File: src/rtl/turn_signal_pkg.sv
// Shared definitions for the turn-signal controller: state encoding,
// default timing parameters and the per-side twinkle decode.
package turn_signal_pkg;

  localparam int DEF_HALF_PERIOD     = 25_000_000;
  localparam int DEF_COMFORT_FLASHES = 3;
  localparam int DEF_SYNC_STAGES     = 2;

  typedef enum logic [2:0] {
    S_OFF       = 3'd0,
    S_IDLE      = 3'd1,
    S_LEFT      = 3'd2,
    S_RIGHT     = 3'd3,
    S_LEFT_EXT  = 3'd4,
    S_RIGHT_EXT = 3'd5,
    S_HAZARD    = 3'd6
  } state_t;

  function automatic logic twinkles_left(input state_t s);
    return s inside {S_LEFT, S_LEFT_EXT, S_HAZARD};
  endfunction

  function automatic logic twinkles_right(input state_t s);
    return s inside {S_RIGHT, S_RIGHT_EXT, S_HAZARD};
  endfunction

endpackage

File: src/rtl/blink_divider.sv
// Slow blink clock generator: toggles every HALF_PERIOD clk cycles and
// emits a one-cycle tick in the cycle the blink clock has just risen.
module blink_divider
  import turn_signal_pkg::*;
#(
  parameter int HALF_PERIOD = DEF_HALF_PERIOD
) (
  input  logic clk,
  input  logic rst_n,
  input  logic en,
  input  logic restart,
  output logic blink_clk,
  output logic tick
);

  localparam int            CW   = (HALF_PERIOD > 1) ? $clog2(HALF_PERIOD) : 1;
  localparam logic [CW-1:0] LAST = CW'(HALF_PERIOD - 1);

  logic [CW-1:0] r_count;
  logic          r_blink;
  logic          r_tick;

  // NOTE: non-blocking assignments so count, toggle and tick all sample
  // the same pre-edge values regardless of statement order.
  always_ff @(posedge clk or negedge rst_n) begin
    if (!rst_n) begin
      r_count <= '0;
      r_blink <= 1'b0;
      r_tick  <= 1'b0;
    end else if (!en || restart) begin
      r_count <= '0;
      r_blink <= 1'b0;
      r_tick  <= 1'b0;
    end else if (r_count == LAST) begin
      r_count <= '0;
      r_blink <= ~r_blink;
      r_tick  <= ~r_blink;
    end else begin
      r_count <= r_count + 1'b1;
      r_tick  <= 1'b0;
    end
  end

  assign blink_clk = r_blink;
  assign tick      = r_tick;

endmodule

File: src/rtl/turn_signal_ctrl.sv
// Turns raw car-control levels into per-side stay/twinkle lamp commands,
// with comfort-blink extension after a turn request is released.
module turn_signal_ctrl
  import turn_signal_pkg::*;
#(
  parameter int HALF_PERIOD     = DEF_HALF_PERIOD,
  parameter int COMFORT_FLASHES = DEF_COMFORT_FLASHES,
  parameter int SYNC_STAGES     = DEF_SYNC_STAGES
) (
  input  logic clk,
  input  logic rst_n,
  input  logic power_on,
  input  logic turn_left,
  input  logic turn_right,
  input  logic hazard,
  input  logic brake,
  input  logic reverse,
  output logic blink_clk,
  output logic stay_left,
  output logic stay_right,
  output logic twinkle_left,
  output logic twinkle_right
);

  localparam int            EXT_MAX  = 2 * COMFORT_FLASHES;
  localparam int            EW       = $clog2(EXT_MAX + 1);
  localparam logic [EW-1:0] EXT_FULL = EW'(EXT_MAX);

  logic [5:0] w_raw;
  logic [5:0] w_sync;
  logic [5:0] r_sync [SYNC_STAGES];

  assign w_raw = {power_on, hazard, turn_left, turn_right, brake, reverse};

  // Every control level is asynchronous to clk, so each bit gets its own chain.
  always_ff @(posedge clk or negedge rst_n) begin
    if (!rst_n) begin
      for (int i = 0; i < SYNC_STAGES; i++) r_sync[i] <= '0;
    end else begin
      r_sync[0] <= w_raw;
      for (int i = 1; i < SYNC_STAGES; i++) r_sync[i] <= r_sync[i-1];
    end
  end

  assign w_sync = r_sync[SYNC_STAGES-1];

  logic w_pw, w_hz, w_br, w_rv, w_left_only, w_right_only;
  assign w_pw         = w_sync[5];
  assign w_hz         = w_sync[4];
  assign w_left_only  = w_sync[3] & ~w_sync[2];
  assign w_right_only = w_sync[2] & ~w_sync[3];
  assign w_br         = w_sync[1];
  assign w_rv         = w_sync[0];

  state_t        r_state, w_next;
  logic [EW-1:0] r_ext, w_ext_next, w_ext_inc;
  logic          w_tick, w_restart;
  logic          r_tw_l, r_tw_r, r_stay;

  blink_divider #(.HALF_PERIOD(HALF_PERIOD)) u_div (
    .clk       (clk),
    .rst_n     (rst_n),
    .en        (w_pw),
    .restart   (w_restart),
    .blink_clk (blink_clk),
    .tick      (w_tick)
  );

  assign w_ext_inc = (r_ext == EXT_FULL) ? r_ext : r_ext + 1'b1;
  assign w_restart = (r_state == S_IDLE) && (w_next inside {S_LEFT, S_RIGHT, S_HAZARD});

  // NOTE: every output of this block is defaulted first so no path can
  // leave a variable unassigned and infer a latch.
  always_comb begin
    w_next     = r_state;
    w_ext_next = '0;
    if (r_state == S_OFF) begin
      if (w_pw) w_next = S_IDLE;
    end else if (!w_pw) begin
      w_next = S_OFF;
    end else if (w_hz) begin
      w_next = S_HAZARD;
    end else begin
      case (r_state)
        S_IDLE: begin
          if (w_left_only)       w_next = S_LEFT;
          else if (w_right_only) w_next = S_RIGHT;
        end
        S_LEFT: begin
          if (w_right_only)      w_next = S_RIGHT;
          else if (!w_left_only) w_next = S_LEFT_EXT;
        end
        S_RIGHT: begin
          if (w_left_only)        w_next = S_LEFT;
          else if (!w_right_only) w_next = S_RIGHT_EXT;
        end
        S_LEFT_EXT, S_RIGHT_EXT: begin
          if (w_left_only)       w_next = S_LEFT;
          else if (w_right_only) w_next = S_RIGHT;
          else begin
            w_ext_next = w_tick ? w_ext_inc : r_ext;
            if (w_tick && w_ext_inc == EXT_FULL) w_next = S_IDLE;
          end
        end
        S_HAZARD: w_next = S_IDLE;
        default:  w_next = S_OFF;
      endcase
    end
  end

  // Twinkles are decoded from the next state so they change with it.
  always_ff @(posedge clk or negedge rst_n) begin
    if (!rst_n) begin
      r_state <= S_OFF;
      r_ext   <= '0;
      r_tw_l  <= 1'b0;
      r_tw_r  <= 1'b0;
      r_stay  <= 1'b0;
    end else begin
      r_state <= w_next;
      r_ext   <= w_ext_next;
      r_tw_l  <= twinkles_left(w_next);
      r_tw_r  <= twinkles_right(w_next);
      r_stay  <= w_pw & (w_br | w_rv);
    end
  end

  assign twinkle_left  = r_tw_l;
  assign twinkle_right = r_tw_r;
  assign stay_left     = r_stay;
  assign stay_right    = r_stay;

endmodule

File: config.mk
export PLATFORM = sky130hd
export DESIGN_NAME = turn_signal_ctrl
export DESIGN_NICKNAME = d
export VERILOG_FILES = /design/src/rtl/turn_signal_pkg.sv /design/src/rtl/blink_divider.sv /design/src/rtl/turn_signal_ctrl.sv
export SDC_FILE = /design/constraint.sdc
export NUM_CORES = 1
export LEC_CHECK = 0
export CAP_MARGIN = 40
export CORE_ASPECT_RATIO = 0.6
export CORE_MARGIN = 5
export CORE_UTILIZATION = 33
export DETAILED_ROUTE_END_ITERATION = 10
export GPL_TIMING_DRIVEN = 0
export PLACE_DENSITY = 0.58
export SETUP_SLACK_MARGIN = 0.4
export SYNTH_ARGS = -nofsm -noshare
export SYNTH_HDL_FRONTEND = slang
export SYNTH_SLANG_ARGS = --single-unit
File: constraint.sdc
create_clock -name clk -period 2.3 [get_ports clk]
set_input_delay 0.69 -clock clk [delete_from_list [all_inputs] [get_ports clk]]
set_output_delay 0.69 -clock clk [all_outputs]
set_load 0.02 [all_outputs]
==> impl_metrics.tcl, run 1 <==
set metrics [dict create \
    crit_path_cell_trace "buf_4 -> dlygate4sd2_1" \
    vias_per_cell 5.09 \
    p_sw_share_pct 25.6 \
    yosysSeqAreaShare_pct 52.0 \
    antenna_found_initial 0 \
    fin_ws_ps 482 \
    whs_ps 293 \
    clockPowerShare_pct 41.7 \
    synthFlopType "dfrtp_1" \
    pwr-share-seq_pct 45.1 \
    clock_latency_ps 290 \
    fin_nets 262 \
    rsz0062_at_grt "no" \
    hold_viol 0 \
    synth_fa_ha_area_share_pct 2.71 \
    setup_viol 0 \
    synthArstFlopShare_pct 100 \
    tns_ps 0 \
    finClkSkew_ps 5.23 \
    h-tree-depth 2 \
    synth-edff-count 0 \
    synth_cell_type_count 45 \
    io_pins 13 \
    pre_cts_slack_ps 263 \
    grt_usage_pct 11.7 \
    critical_path_arrival_ps 1130 \
    cts.clk_slew.worst_paths_ps 70 \
    dieWidth_um 118 \
    fin_crit_sh_pct 79.0 \
    crit_path_end_kind "output pin" \
    drt-pass1-iter-count 4 \
    yosys_warnings 0 \
    place_area_sq_um 2550 \
    grt_pass1_wl_um 8140 \
    grt_pass1_vias 1585 \
    dp.final_hpwl_um 3330 \
    synth.most_common_cell "dfrtp_1" \
    fillCellCount 666 \
    die_h_um 74.8 \
    drive_above_1_share_pct 14.4 \
    outcome "completed" \
    root_buffer "clkbuf_16" \
    synth.net_count 238 \
    io_buffers 12 \
    synth_compound_area_share_pct 13.9 \
    critical_path_peak_fanout 2 \
    maxSlewHeadroom_pct 73.9 \
    cpPeakStageDelay_ps 400 \
    cts_tree "yes" \
    synth_seq_cells 48 \
    p_int_mw 1.51 \
    fmax_ghz 0.550 \
    synth_area_leaders "dfrtp_1, nor2_1, a21oi_1" \
    synth_top_family_by_area "simple AND/OR/NAND/NOR gates" \
    worst-endpoint-required_ps 1610 \
    synthSimpleGateAreaFrac_pct 22.4 \
    grt_max_degree 36 \
    synth_top_area_cell "dfrtp_1" \
    hold_buffers 0 \
    min_period_ps 1820 \
    post-route-drc-count 0 \
    total_power_mw 2.02 \
    antenna_cells 0 \
    areaGrowthSynthToFinish_pct 21.7 \
    p_switching_mw 0.517 \
    drv_slew 0 \
    synth_top_cells_by_count "dfrtp_1, nor2_1, a21oi_1, nand2_1" \
    die_area_sq_um 8820 \
    grt.overflow.total 0 \
    worst_pin_slew_ps 391 \
    ant_nets 0 \
    cts-buffers-inserted 5 \
    synthCells 225 \
    synth_xor_area_share_pct 4.17 \
    synth_area_sq_um 2310 \
    avgSynthCellArea_sq_um 10.3 \
    cts_buffer_depth 2 \
    wl_per_cell_um 14.2 \
    core_area_sq_um 6730 \
    cp_slowest_cell "dfrtp_1" \
    power_density_nw_per_um2 720 \
    routed_wl_um 4790 \
    routed-via-count 1715 \
    synth_mux_area_share_pct 0.434 \
    min_path_type "in -> async" \
    yosys.area.top_type_share_pct 52.0 \
    design_area_sq_um 2810 \
    crit_type "reg -> out" \
    initial_core_util_pct 34.3 \
    cp-start-kind "register" \
    first_iter_violations 102 \
    p_leak_nw 1.17 \
    maxCapViolCount 0 \
    rows 23 \
    ir_worst_vdd_uv 307 \
    gp_congestion 0.807 \
    p_comb_share_pct 13.2 \
    cts_num_sinks 48 \
]
==> power groups by stage <==
stage / clock network, mW / registers [mW] / logic (mW)
final: 0.843 / 0.913 / 0.267
after global placement: 0 / 0.925 / 0.242
after floorplan: 0 / 0.931 / 0.147
after CTS: 0.867 / 0.911 / 0.258
after global routing: 0.910 / 0.918 / 0.299
after detailed placement: 0 / 0.925 / 0.248
==> stage by stage <==
stage	instances	util, %
finish	337	41.7
global route	337	41.7
CTS	335	41.0
detailed placement	325	37.9
global placement	324	37.7
floorplan	225	-
==> registers in the layout, summed over array words and instances (netlist names) <==
register / cells
r_state: 3
r_ext: 3
twinkle_right: 1
w_sync: 6
twinkle_left: 1
stay_left: 1
u_div.blink_clk: 1
u_div.tick: 1
r_sync: 6
u_div.r_count: 25
==> cell families (layout without fill, tap and decap cells) <==
logic type | after synthesis | count (layout)
buffers and inverters | 21 | 46
multiplexers | 1 | 1
adder cells (fa/ha/maj) | 5 | 5
flip-flops | 48 | 48
AND/OR/NAND/NOR | 90 | 90
XOR/XNOR | 11 | 11
AO/OA/AOI/OAI | 49 | 49
==> final timing paths <==
check | from | end | slack (ps) | cells past startpoint
max | stay_left$_DFF_PN0_ | stay_right | 480 | 2
min | rst_n | u_div.r_count[8]$_DFF_PN0_ | 290 | 1
max reg2reg | u_div.r_count[17]$_DFF_PN0_ | u_div.r_count[1]$_DFF_PN0_ | 490 | 5
min reg2reg | r_sync[9]$_DFF_PN0_ | w_sync[3]$_DFF_PN0_ | 350 | 0
max in group asynchronous | rst_n | u_div.r_count[19]$_DFF_PN0_ | 1520 | 2
min in group clk | r_sync[9]$_DFF_PN0_ | w_sync[3]$_DFF_PN0_ | 350 | 0
==> metal layers <==
| layer | track usage [%] | wire [um] |
|---|---|---|
| met3 | 3.08 | 267 |
| met2 | 15.5 | 1830 |
| met1 | 18.3 | 2660 |
| met5 | 0 | 0 |
| met4 | 3.44 | 33 |
==> worst max-delay path: cells and delay by family, from the launching register on <==
family | cells | cell delay, ps
flops | 1 | 400
buf+inv | 2 | 450
==> placed cells by master, fill, tap and decap left out, types with 3 or more instances in the layout <==
cell and count:
dfrtp_1 48, o21ai_0 10, a211oi_1 4, a21oi_1 17, nor3_1 3, buf_4 6, dlygate4sd2_1 4, nor2_1 22
nand4_1 6, clkbuf_16 5, o31ai_1 7, xor2_1 9, inv_1 10, nand2_1 12, buf_2 4, nand3_1 8
and3_1 4, clkdlybuf4s50_1 6, or4_1 6, ha_1 4, clkbuf_1 3, or3_1 9
==> repair_timing <==
item / CTS / global route
pin swaps: 1 / 3
endpoints found under the setup margin: 26 / 27
gates resized for setup: 8 / 12
buffers inserted: 2 / 2
==> final cells by class <==
| class | instances | area (sq um) | share of cell area, % |
|---|---|---|---|
| inverter | 10 | 37.5 | 1.34 |
| timing repair buffer | 17 | 163 | 5.79 |
| buffer | 11 | 68.8 | 2.45 |
| tap | 87 | 109 | 3.87 |
| clock buffer | 5 | 125 | 4.45 |
| sequential | 48 | 1200 | 42.7 |
| multi-input combinational | 156 | 1060 | 37.7 |
| clock inverter | 3 | 46.3 | 1.65 |
(Power assumes the default switching activity.)
==> run 2: changes to the inputs <==
==> constraint.sdc (replaced) <==
create_clock -name clk -period 1.85 [get_ports clk]
set_input_delay 0.555 -clock clk [delete_from_list [all_inputs] [get_ports clk]]
set_output_delay 0.555 -clock clk [all_outputs]
set_load 0.02 [all_outputs]
==> run 2 against run 1 <==
  * Clock-buffer cell count up 1
  * Total power up 31%
  * Sequential power up 25%
  * Largest cell class is now multi-input combinational cells
  * First-iteration DRC count up 19%
  * Highest routed layer unchanged
  * Clock power up 27%
==> impl_metrics.tcl, run 2 (synthesis gave the netlist of run 1 again) <==
set metrics [dict create \
    outcome "completed" \
    rows 23 \
    cp-start-kind "register" \
    top_register "u_div.r_count" \
    routed_wl_um 5270 \
    areaGrowthSynthToFinish_pct 37.3 \
    initial_core_util_pct 34.3 \
    setup_viol 0 \
    finClkSkew_ps 5.36 \
    power_density_nw_per_um2 835 \
    critical_path_peak_fanout 4 \
    drive_above_1_share_pct 35.6 \
    core_area_sq_um 6730 \
    grt_pass1_wl_um 8650 \
    maxSlewHeadroom_pct 71.1 \
    critical_path_arrival_ps 1990 \
    ant_nets 0 \
    vias_per_cell 5.21 \
    fmax_ghz 0.563 \
    clock_latency_ps 290 \
    crit_type "reg -> reg" \
    ir_worst_vdd_uv 392 \
    post-route-drc-count 0 \
    min_period_ps 1780 \
    maxCapViolCount 0 \
    whs_ps 204 \
    tns_ps 0 \
    fillCellCount 643 \
    crit_start "w_sync[2]$_DFF_PN0_" \
    grt_usage_pct 12.3 \
    wl_per_cell_um 15.0 \
    antenna_found_initial 0 \
    antenna_cells 0 \
    fin_crit_sh_pct 96.0 \
    worst_pin_slew_ps 433 \
    grt_max_degree 33 \
    root_buffer "clkbuf_16" \
    grt_pass1_vias 1760 \
    p_leak_nw 1.26 \
    min_path_type "in -> async" \
    fin_nets 276 \
    crit_path_end_kind "register" \
    drt-pass1-iter-count 4 \
    grt.overflow.total 0 \
    cts.clk_slew.worst_paths_ps 70 \
    rsz0062_at_grt "yes" \
    dp.final_hpwl_um 3470 \
    cts_num_sinks 48 \
    cts_tree "yes" \
    drv_slew 0 \
    worst-endpoint-required_ps 2070 \
    r2r_slack_ps 70 \
    cts_buffer_depth 2 \
    ff2ff_path_depth 8 \
    h-tree-depth 2 \
    final_cell_mix "dfrtp_1, nor2_1, a21oi_2" \
    largest_reg_flops 25 \
    final_common_cell "dfrtp_1" \
    gp_congestion 0.801 \
    routed-via-count 1830 \
    reg2reg_from "w_sync[2]$_DFF_PN0_" \
    dieWidth_um 118 \
    die_area_sq_um 8820 \
    cts-buffers-inserted 5 \
    io_buffers 12 \
    first_iter_violations 121 \
    die_h_um 74.8 \
    io_pins 13 \
    design_area_sq_um 3170 \
    place_area_sq_um 2660 \
    hold_viol 0 \
]
[run 2: changes by cell type in the layout (fill, tap and decap cells not counted), moves of 4 or more]
cell / delta
a21oi_1: -14
a21oi_2: +14
buf_4: +7
buf_6: +7
dlygate4sd2_1: -4
ha_4: +4
nor2_1: -6
nor2_2: +4
[run 2: timing repair]
item | CTS | global route
buffers inserted | 5 | 11
cloned | 1 | 1
resized for setup | 34 | 42
hold buffers | 0 | 0
setup endpoints to repair | 36 | 36
pin swaps | 8 | 13
[run 2: final timing paths]
check	endpoint
min in group clk	w_sync[5]$_DFF_PN0_
setup / recovery	u_div.r_count[15]$_DFF_PN0_
max in group asynchronous	u_div.r_count[15]$_DFF_PN0_
hold reg to reg	w_sync[5]$_DFF_PN0_
hold / removal	twinkle_right$_DFF_PN0_
setup reg to reg	u_div.r_count[15]$_DFF_PN0_
[run 2: cell type report]
type | instances | area (sq um) | share of cell area [%]
well taps | 87 | 109 | 3.43
plain buffers | 11 | 100 | 3.16
repair buffers | 31 | 288 | 9.08
clock inverters | 2 | 38.8 | 1.22
multi-input cells | 156 | 1250 | 39.5
flip-flops and latches | 48 | 1200 | 38.0
inverters | 10 | 37.5 | 1.18
clock buffers | 6 | 139 | 4.38
[run 2: through the flow]
step	std cells	utilization [%]	total power [mW]	setup WS, ps
floorplan	225	-	1.37	201
CTS	339	43.6	2.59	73.6
finish	351	47.1	2.65	73.3
detailed placement	325	39.5	1.49	6.50
global placement	324	39.2	1.49	-1250
global route	351	47.1	2.76	-12.8
[run 2: power breakdown]
| part | internal [mW] | total, mW | switching, mW |
|---|---|---|---|
| clock | 0.677 | 1.07 | 0.396 |
| sequential | 1.10 | 1.14 | 0.0377 |
| combinational | 0.190 | 0.436 | 0.246 |
| total | 1.97 | 2.65 | 0.680 |
[run 2: worst max-delay path, stage by stage, from the launching register on]
cell and delay, ps:
dfrtp_1 410, inv_2 60, ha_4 150, or3_4 390, a31oi_4 200, o31ai_4 110
buf_6 140, buf_6 130, a21oi_2 110
[run 2: metal layers]
| metal | GRT usage (%) | vias up | part of all wire [%] |
|---|---|---|---|
| li1 | - | 888 | - |
| met1 | 18.2 | 903 | 54 |
| met2 | 17.9 | 33 | 41 |
| met3 | 3.60 | 6 | 3.6 |
| met4 | 2.67 | 0 | 0.89 |
| met5 | 0 | - | 0 |
==> RTL change 1: new RTL, settings of run 1 <==
Remove the register `r_tw_l`: a continuous assignment takes its place, so the output `twinkle_left` follows one clock earlier.
--- a/src/rtl/turn_signal_ctrl.sv
+++ b/src/rtl/turn_signal_ctrl.sv
@@ -113,17 +113,17 @@
     if (!rst_n) begin
       r_state <= S_OFF;
       r_ext   <= '0;
-      r_tw_l  <= 1'b0;
       r_tw_r  <= 1'b0;
       r_stay  <= 1'b0;
     end else begin
       r_state <= w_next;
       r_ext   <= w_ext_next;
-      r_tw_l  <= twinkles_left(w_next);
       r_tw_r  <= twinkles_right(w_next);
       r_stay  <= w_pw & (w_br | w_rv);
     end
   end
+
+  assign r_tw_l = twinkles_left(w_next);
 
   assign twinkle_left  = r_tw_l;
   assign twinkle_right = r_tw_r;
Behaviour: not the same (Yosys sat finds a counterexample within 4 cycles, from zero or initial values and one cycle with rst_n low).
==> RTL change 1 against run 1 <==
Largest power group unchanged. Core utilization up 2.3 points. Area after synthesis down 1.1%. Power up 0.68%. The run now ends with setup timing left. Routed wire length up 4.4%. Critical endpoint is now twinkle_left. Setup slack worse by 0.87 ns. Register-to-register slack worse by 0.11 ns. Sequential cell count down 1. Cell area up 4.9%. Die area down 0.96%. Count of clock-buffer cells in the layout unchanged.
==> RTL change 1: results (changes against run 1) <==
Outcome - complete, but fails checks (was finished, final reports clean)
Failing checks - setup timing
Post-Syn Nets - 237 (was 238)
Switching Fraction - 26.00% (was 25.55%)
Placed instance count - 324 (was 325)
Layout fillers - 625 (was 666)
Arrival time worst endpoint - 1.99 ns (was 1.13 ns)
Leak pwr - 1.181 nW (was 1.174 nW)
Combinational power share - 15.3% (was 13.2%)
Top cells by count, synth - 47 x dfrtp_1, 23 x nor2_1, 17 x a21oi_1 (was 48 x dfrtp_1, 23 x nor2_1, 17 x a21oi_1)
DP Wirelength - 3357 um (was 3329 um)
Slowest-stage cell, CP - dfrtp_2 (was dfrtp_1)
WL/cell - 14.59 um (was 14.22 um)
Area contributors post-synth - dfrtp_1 52%, nor2_1 3.8%, a21oi_1 3.7% (was dfrtp_1 52%, nor2_1 3.7%, a21oi_1 3.7%)
Die Wd - 117.4 um (was 118.0 um)
GPL Wtd Cong - 0.8130 (was 0.8065)
Post-synthesis cell count - 224 (was 225)
Final setup viols - 1 (was 0)
Synth Area in Compound Gates - 14.08% (was 13.93%)
First-pass GRT wire length - 8569 um (was 8142 um)
Worst Path Max Fanout - 4 (was 2)
Clock share of power - 41.0% (was 41.7%)
Seq area share - 40.01% (was 42.74%)
CP delay by family, top - compound AO/OA/AOI/OAI gates (was buffers and inverters)
Final WS setup - -0.3839 ns (was 0.4821 ns)
Routed via count - 1790 (was 1715)
Seq cells post-synth - 47 (was 48)
==> RTL change 1: cell types whose count changed in the layout (fill, tap and decap cells not counted), moves of 3 or more <==
cell | before | now
a21oi_1 | 17 | 12
dfrtp_1 | 48 | 44
buf_4 | 6 | 12
ha_1 | 4 | 1
dfrtp_2 | 0 | 3
a21oi_2 | 0 | 5
ha_4 | 0 | 4
==> RTL change 1: path summary, 6_finish.rpt <==
| check | from | end | slack [ns] | cells past startpoint |
|---|---|---|---|---|
| setup / recovery | r_ext[0] | twinkle_left | -0.38 | 7 |
| hold / removal | rst_n | u_div.r_count[20] | 0.31 | 1 |
| setup reg to reg | r_ext[1] | twinkle_right | 0.38 | 6 |
| hold reg to reg | r_sync[6] | w_sync[0] | 0.35 | 0 |
| max in group asynchronous | rst_n | r_ext[1] | 1.48 | 2 |
| min in group clk | r_sync[6] | w_sync[0] | 0.35 | 0 |
==> RTL change 1: stage by stage <==
stage,hold slack [ns],total power [mW]
after floorplan,0.3312,1.068
after global placement,0.3333,1.159
after detailed placement,0.3355,1.165
after CTS,0.3144,2.039
after global routing,0.3299,2.137
final,0.3060,2.037
==> RTL change 1: per-layer routing <==
| metal | vias to the layer above | global-route usage [%] | wire (um) | share of wire (%) |
|---|---|---|---|---|
| met3 | 7 | 3.419 | 251 | 5.0 |
| met4 | 0 | 4.247 | 63 | 1.3 |
| li1 | 871 | - | - | - |
| met5 | - | 0 | 0 | 0 |
| met2 | 37 | 16.98 | 2014 | 40 |
| met1 | 875 | 18.12 | 2674 | 53 |
==> RTL change 1: repair_timing <==
| action | in CTS | in global routing |
|---|---|---|
| pin swaps | 5 | 8 |
| endpoints found under the setup margin | 26 | 24 |
| resized for setup | 21 | 17 |
| buffers inserted | 5 | 6 |
==> RTL change 2: new RTL, config.mk and constraints of run 1 <==
Without the edit above. Change the package constant `DEF_COMFORT_FLASHES` from 3 to 6.
--- a/src/rtl/turn_signal_pkg.sv
+++ b/src/rtl/turn_signal_pkg.sv
@@ -3,7 +3,7 @@
 package turn_signal_pkg;
 
   localparam int DEF_HALF_PERIOD     = 25_000_000;
-  localparam int DEF_COMFORT_FLASHES = 3;
+  localparam int DEF_COMFORT_FLASHES = 6;
   localparam int DEF_SYNC_STAGES     = 2;
 
   typedef enum logic [2:0] {
Behaviour: same outputs for any inputs over 10 cycles, from zero or initial values and one cycle with rst_n low; that may be too few to reach the edited logic, so the function may still have changed.
==> RTL change 2 against run 1 <==
Area after synthesis fell by 1.6%. Power rose by 5.0%. Sequential cell count rose by 1. Maximum frequency is 6.1% lower. Via count down 6.7%. Cell area is 4.5% higher. Routed wire length shrank 6.9%. Setup slack got worse by 0.12 ns.
==> RTL change 2: results (changes against run 1) <==
Area after DPL - 2516 um^2 (was 2552 um^2)
Sequential area share after synthesis - 53.96% (was 52.03%)
Met1 usage - 18.49% (was 18.25%)
CP Launch Point - u_div.r_count[20] (was stay_left)
Nets - 267 (was 262)
Hold slack - 0.2873 ns (was 0.2931 ns)
GR met3 Demand/Resource - 2.439% (was 3.078%)
Final min period - 1.936 ns (was 1.818 ns)
DP Wirelength - 2981 um (was 3329 um)
Peak supply drop - 447.2 uV (was 306.9 uV)
Post-Syn Nets - 237 (was 238)
Worst R2R Path Depth - 6 (was 5)
Worst Tran Pin Value - 0.5081 ns (was 0.3911 ns)
Gr usage total - 11.50% (was 11.65%)
Worst Path Max Fanout - 6 (was 2)
Placed instance count - 324 (was 325)
Critical path type - register to register (was register to primary output)
DR iter-0 viols - 53 (was 102)
Post-synthesis cell count - 224 (was 225)
Arrival time worst endpoint - 2.11 ns (was 1.13 ns)
Max incr delay on CP - 0.57 ns (was 0.40 ns)
CTS Buffer Depth - 2 (unchanged)
Top cells by count, synth - 49 x dfrtp_1, 45 x nor2_1, 19 x xnor2_1 (was 48 x dfrtp_1, 23 x nor2_1, 17 x a21oi_1)
Area contributors post-synth - dfrtp_1 54%, nor2_1 7.4%, xnor2_1 7.3% (was dfrtp_1 52%, nor2_1 3.7%, a21oi_1 3.7%)
R2r endpoint - u_div.r_count[0] (was u_div.r_count[1])
Slowest-stage cell, CP - or4_4 (was dfrtp_1)
R2R Setup Slk - 0.36 ns (was 0.49 ns)
Synth cell types - 41 (was 45)
CP delay by family, top - simple AND/OR/NAND/NOR gates (was buffers and inverters)
Leak pwr - 1.167 nW (was 1.174 nW)
Max reg flops - 25 (unchanged)
WL/cell - 13.04 um (was 14.22 um)
Final cell count without fillers - 342 (was 337)
Outcome - finished, final reports clean (unchanged)
First-pass GRT wire length - 7762 um (was 8142 um)
Met2 Track Usage GR - 14.93% (was 15.48%)
Pin count of the biggest net entering global routing - 38 (was 36)
Layout fillers - 641 (was 666)
GPL Wtd Cong - 0.7479 (was 0.8065)
Fraction of layout cells with a size suffix above 1 - 24.31% (was 14.40%)
Vias per cell - 4.678 (was 5.089)
Setup WS pre-CTS - 0.2004 ns (was 0.2628 ns)
-- RTL change 2: changes by cell type after synthesis, moves of 7 or more --
cell / before / now
nor2_1: 23 / 45
a21oi_1: 17 / 6
xnor2_1: 2 / 19
o31ai_1: 8 / 1
or3_1: 10 / 0
o21ai_0: 10 / 2
-- RTL change 2: cell families after synthesis --
logic type	after synthesis	share of synthesized area, %
AOI/OAI and AO/OA	21	6.444
DFF	49	53.96
xor gates and xnor gates	25	9.637
adders and majority gates	5	2.753
and+or+nand+nor	104	22.96
buffers and inverters	20	4.240
-- RTL change 2: power by group --
group,total [mW],switching [mW],internal [mW]
logic,0.261,0.147,0.114
clock network,0.933,0.312,0.621
registers,0.930,0.0309,0.899
-- RTL change 2: how the worst max path moves through the flow --
stage	endpoint	cells past startpoint
6_report	u_div.r_count[0]	6
5_1_grt	u_div.r_count[0]	6
4_1_cts	u_div.r_count[22]	6
3_5_place_dp	u_div.r_count[9]	6
3_3_place_gp	r_sync[8]	1
2_1_floorplan	u_div.r_count[11]	6
-- RTL change 2: timing repair --
action	4_1_cts	5_1_grt
setup buffers	5	3
gates cloned	2	0
gates resized for setup	22	26
setup endpoints to repair	30	30
pin swaps	13	3
endpoints found under the hold margin	0	0
-- RTL change 2: layout make-up --
cell class,instances,area [um^2],area share [%]
timing repair buffer,23,231.5,7.882
tap,87,108.9,3.707
buffer,7,51.30,1.747
sequential,49,1231,41.93
clock inverter,3,65.06,2.216
multi-input combinational,155,1075,36.60
clock buffer,5,125.1,4.261
inverter,13,48.80,1.662
-- RTL change 2: metal layers --
metal,vias up,wire length (um)
li1,817,-
met5,-,0
met3,5,129
met2,22,1693
met1,756,2572
met4,0,66
